==> src/rtl/countdown_timer.sv <==
// countdown_timer
// Loadable down-counter with a valid/ready load handshake. A loaded
// value N produces a one-cycle done pulse after N enabled cycles.
// A zero load pulses done immediately without entering RUN.
// Reset is synchronous and active-low on `reset`.
// Optional feature macro: COUNTDOWN_TIMER_AUTO_RELOAD_EN. When defined:
//   - a terminal count reloads from the reload register, and the timer stays in RUN;
//   - loads are also accepted while running.
// All outputs are flops, so there is no combinational path from inputs to outputs.

module countdown_timer #(
    parameter int unsigned WIDTH = 8
) (
    input  logic             clk,
    input  logic             reset,
    input  logic             enable,
    input  logic             abort,
    input  logic             load_valid,
    output logic             load_ready,
    input  logic [WIDTH-1:0] load_value,
    output logic [WIDTH-1:0] count,
    output logic             busy,
    output logic             done
);

`ifdef COUNTDOWN_TIMER_AUTO_RELOAD_EN
    localparam logic AUTO_RELOAD = 1'b1;
`else
    localparam logic AUTO_RELOAD = 1'b0;
`endif

    localparam logic [WIDTH-1:0] ZERO = {WIDTH{1'b0}};
    localparam logic [WIDTH-1:0] ONE  = WIDTH'(1'b1);

    typedef enum logic [0:0] {
        ST_IDLE = 1'b0,
        ST_RUN  = 1'b1
    } state_t;

    state_t           state_r;
    state_t           state_nxt_s;
    logic [WIDTH-1:0] count_r;
    logic [WIDTH-1:0] count_nxt_s;
    logic [WIDTH-1:0] reload_r;
    logic [WIDTH-1:0] reload_nxt_s;
    logic             done_r;
    logic             done_nxt_s;
    logic             busy_r;
    logic             load_ready_r;
    logic             load_ready_nxt_s;
    logic             load_accept_s;
    logic             terminal_s;

    // Handshake qualification and terminal-count detection.
    always_comb begin
        load_accept_s = load_valid && load_ready_r;
        terminal_s    = (state_r == ST_RUN) && enable && (count_r == ONE);
    end

    // Next-state / next-count decode; priority is abort, load, decrement.
    always_comb begin
        state_nxt_s  = state_r;
        count_nxt_s  = count_r;
        reload_nxt_s = reload_r;
        done_nxt_s   = 1'b0;

        if (abort) begin
            state_nxt_s = ST_IDLE;
            count_nxt_s = ZERO;
        end else if (load_accept_s) begin
            if (load_value == ZERO) begin
                // Zero-length delay: report completion immediately.
                state_nxt_s  = ST_IDLE;
                count_nxt_s  = ZERO;
                reload_nxt_s = ZERO;
                done_nxt_s   = 1'b1;
            end else begin
                // A restart landing on the terminal edge still reports
                // the completion of the run it replaces.
                state_nxt_s  = ST_RUN;
                count_nxt_s  = load_value;
                reload_nxt_s = load_value;
                done_nxt_s   = terminal_s;
            end
        end else if ((state_r == ST_RUN) && enable) begin
            if (count_r > ONE) begin
                count_nxt_s = count_r - ONE;
            end else if (count_r == ONE) begin
                done_nxt_s = 1'b1;
                if (AUTO_RELOAD && (reload_r != ZERO)) begin
                    state_nxt_s = ST_RUN;
                    count_nxt_s = reload_r;
                end else begin
                    state_nxt_s = ST_IDLE;
                    count_nxt_s = ZERO;
                end
            end else begin
                // RUN with a zero count is unreachable; recover to IDLE.
                state_nxt_s = ST_IDLE;
                count_nxt_s = ZERO;
            end
        end else begin
            state_nxt_s = state_r;
            count_nxt_s = count_r;
        end
    end

    // Ready for the next cycle: always when auto-reloading, else only in IDLE.
    always_comb begin
        if (AUTO_RELOAD) begin
            load_ready_nxt_s = 1'b1;
        end else begin
            load_ready_nxt_s = (state_nxt_s == ST_IDLE);
        end
    end

    // State and output registers with synchronous active-low reset.
    always_ff @(posedge clk) begin
        if (!reset) begin
            state_r      <= ST_IDLE;
            count_r      <= ZERO;
            reload_r     <= ZERO;
            done_r       <= 1'b0;
            busy_r       <= 1'b0;
            load_ready_r <= 1'b0;
        end else begin
            state_r      <= state_nxt_s;
            count_r      <= count_nxt_s;
            reload_r     <= reload_nxt_s;
            done_r       <= done_nxt_s;
            busy_r       <= (state_nxt_s == ST_RUN);
            load_ready_r <= load_ready_nxt_s;
        end
    end

    // Drive ports straight from the flops.
    always_comb begin
        count      = count_r;
        busy       = busy_r;
        done       = done_r;
        load_ready = load_ready_r;
    end

endmodule

==> config.mk <==
export PLATFORM = sky130hd
export DESIGN_NAME = countdown_timer
export DESIGN_NICKNAME = d
export VERILOG_FILES = /design/src/rtl/countdown_timer.sv
export SDC_FILE = /design/constraint.sdc
export NUM_CORES = 1
export LEC_CHECK = 0
export ABC_CLOCK_PERIOD_IN_PS = 2400
export BUFFER_PORTS_ARGS = -buffer_cell sky130_fd_sc_hd__buf_2
export CAP_MARGIN = 40
export CORE_UTILIZATION = 47
export DETAILED_ROUTE_END_ITERATION = 10
export PLACE_DENSITY = 0.87
export SLEW_MARGIN = 20
export SYNTH_ARGS = -nofsm -noshare
export SYNTH_HDL_FRONTEND = slang
export SYNTH_SLANG_ARGS = --single-unit
==> constraint.sdc <==
create_clock -name clk -period 2.4 [get_ports clk]
set_input_delay 0.12 -clock clk [delete_from_list [all_inputs] [get_ports clk]]
set_output_delay 0.12 -clock clk [all_outputs]
set_load 0.005 [all_outputs]
==> out/metrics.cfg <==
[run_status]
status = complete, no violations

[clocking]
htree_num_levels = 1
cts_root_buf = clkbuf_4
cts_hold_buf = 0
cts_resized = 0
post_cts_buffers = 0
clockBufferDepth = 2
path_clk_slew_ns = 0.07
clkLatencyLatePin_ns = 0.28
numCtsBuffers = 3
cts.sinks = 11
cts_tree = built

[critical_path]
crit_chain = inv_1 -> ha_1 -> or2_4 -> a31oi_4 -> or3b_1 -> a31oi_1
crit_fanout = 8
r2r_slack_ns = 0.49
crit_path_top_delay_cell = dfxtp_1
worst_setup_path_end_kind = flip-flop
max_stage_delay_ns = 0.42
cp_data_arrival_time_ns = 2.12
rr_startpoint = count[0]
startpoint = count[0]
cp-start-kind = flip-flop
worst-path-buf-inv = 1
timing.rr.end = count[3]
critPathKind = reg -> reg
path_delay_family = simple AND/OR/NAND/NOR gates
worstRegToRegCells = 6
cp_data_required_time_ns = 2.61

[timing]
finalCritPeriodShare_pct = 79.7
setup_ws_ns = 0.488
fin_skew_ns = 0.000986
max_freq_mhz = 523
hold_violations = 0
tightest_slew_ns = 0.779
maxSlewHeadroom_pct = 48.0
rsz0062_at_grt = no
setup_tns_ns = 0
drv_slew = 0
setup_violations = 0
period_needed_ns = 1.91

[grt]
overflow = 0
grt_pass1_wl_mm = 2.66
grt_pass1_vias = 594
grt_use_total_pct = 26.0
antenna_found_initial = 0
grt_max_degree = 14

[power]
powerDensity_nw_per_um2 = 518
p_leak_nw = 0.340
ir_drop_uv = 262

[synthesis]
ys_warn_count = 0
yosysSeqAreaShare_pct = 33.0
synth_fp_nets = 94
syn-cell-area_um2 = 668
synth_cells = 79
ys_types = 32
yosys_most_used_dff = dfxtp_1
syn_area_per_cell_um2 = 8.46
synth-seq-cells = 11
synthArstFlopShare_pct = 0
synth_edf_count = 0

[cells_and_area]
drive_above_1_share_pct = 27.9
fillers = 125
nets = 120
n_antenna_cell = 0
utilization_pct = 62.3
fin_area_um2 = 821
syn_to_final_growth_pct = 22.8

[min_path]
holdPathEnd = load_ready
hold_depth = 2
min-delay-start = reset
hold_class = in -> reg

[floorplanning]
die_area_um2 = 1580
die_w_um = 39.7
start_util_pct = 50.7
rows = 13
core-area_um2 = 1320
ios = 24
die_h_um = 39.7

[detailed_routing]
final_antenna_net_count = 0
vias_per_cell = 6.39
num_vias = 760
drc = 0
drt_iter0_drc = 32
wire_per_inst_um = 14.5
first_pass_iters = 4
wl_mm = 1.73

[placement]
place.port_buffers = 23
gp_congestion = 0.876
place_area_um2 = 795
place_hpwl_mm = 1.26
dp_slack_ns = 0.533

[job]
cap_violations = 0

## layout by cell type, fill, tap and decap left out, drive strengths merged
cell type	instances
clkbuf	4
o21ai	2
nand3	3
a31oi	5
nand2	6
a32oi	1
nand3b	1
dfxtp	11
and3	3
or4	1
nor4	4
a41oi	1
a22o	1
a22oi	4
nand2b	1
o211ai	2
o221ai	1
and2	1
nor3	4
or3b	2
ha	2
nor2	5
inv	2
a21oi	7
or2	1
nand4	1
or3	1
buf	23
nand4b	2
o31a	2
## metrics by stage
step | instances | hold WS, ns | total power, mW
floorplan | 79 | 0.248 | 0.265
global route | 119 | 0.0794 | 0.447
CTS | 119 | 0.0700 | 0.427
global placement | 115 | 0.356 | 0.296
detailed placement | 115 | 0.358 | 0.298
finish | 119 | 0.0685 | 0.425
## metal layers
metal	GRT usage (%)	part of all wire, %	wire length, µm
met5	0	0	0
met4	12.9	2.4	41
met1	37.4	45	785
met2	35.7	45	783
met3	5.11	6.9	120
## worst max-delay path by stage
stage                    end  slack (ns)  cells after the start
floorplan           count[3]        0.65                      6
global route        count[3]        0.37                      6
global placement    count[3]        0.60                      6
CTS                 count[3]        0.51                      6
finish              count[3]        0.49                      6
detailed placement  count[3]        0.53                      6
## where the power goes
part | internal [mW] | total [mW] | switching [mW] | leakage [nW]
Sequential | 0.189 | 0.199 | 0.00995 | 0.0895
Combinational | 0.0423 | 0.0969 | 0.0546 | 0.235
Clock | 0.0646 | 0.129 | 0.0644 | 0.0150
Total | 0.296 | 0.425 | 0.129 | 0.340
## state kept, by name (all words and copies together), names as in the netlist
register / count
load_ready: 1
done: 1
count: 8
busy: 1
## cells by family (layout without fill, tap and decap cells)
| group | after synthesis | after routing | share of synthesized area (%) |
|---|---|---|---|
| and+or+nand+nor | 36 | 36 | 32.8 |
| AOI/OAI and AO/OA | 26 | 26 | 28.3 |
| DFF | 11 | 11 | 33.0 |
| buffers and inverters | 4 | 29 | 2.25 |
| adders and majority gates | 2 | 2 | 3.74 |
## final cells by class
class                   instances  area (µm²)  share of cell area, %
clock buffers                   4        26.3                   3.20
inverters                       2        7.51                  0.915
multi-input cells              64         433                   52.7
flip-flops and latches         11         220                   26.8
well taps                      15        18.8                   2.29
repair buffers                 23         115                   14.0
## cell usage after synthesis (all sizes together), types with 2 or more instances
| cell | n | share of area [%] |
|---|---|---|
| or3b | 2 | 2.6 |
| a21oi | 7 | 5.2 |
| nand3 | 3 | 2.2 |
| o21ai | 2 | 1.5 |
| ha | 2 | 3.7 |
| a31oi | 5 | 6.9 |
| and3 | 3 | 2.8 |
| nand4b | 2 | 2.6 |
| o31a | 2 | 2.6 |
| a22oi | 4 | 4.5 |
| o211ai | 2 | 2.2 |
| nor4 | 4 | 6.0 |
| inv | 2 | 1.1 |
| dfxtp | 11 | 33 |
| nand2 | 6 | 3.4 |
| nor2 | 5 | 2.8 |
| nor3 | 4 | 3.0 |
Note: power is estimated with default switching activity, not from simulation.
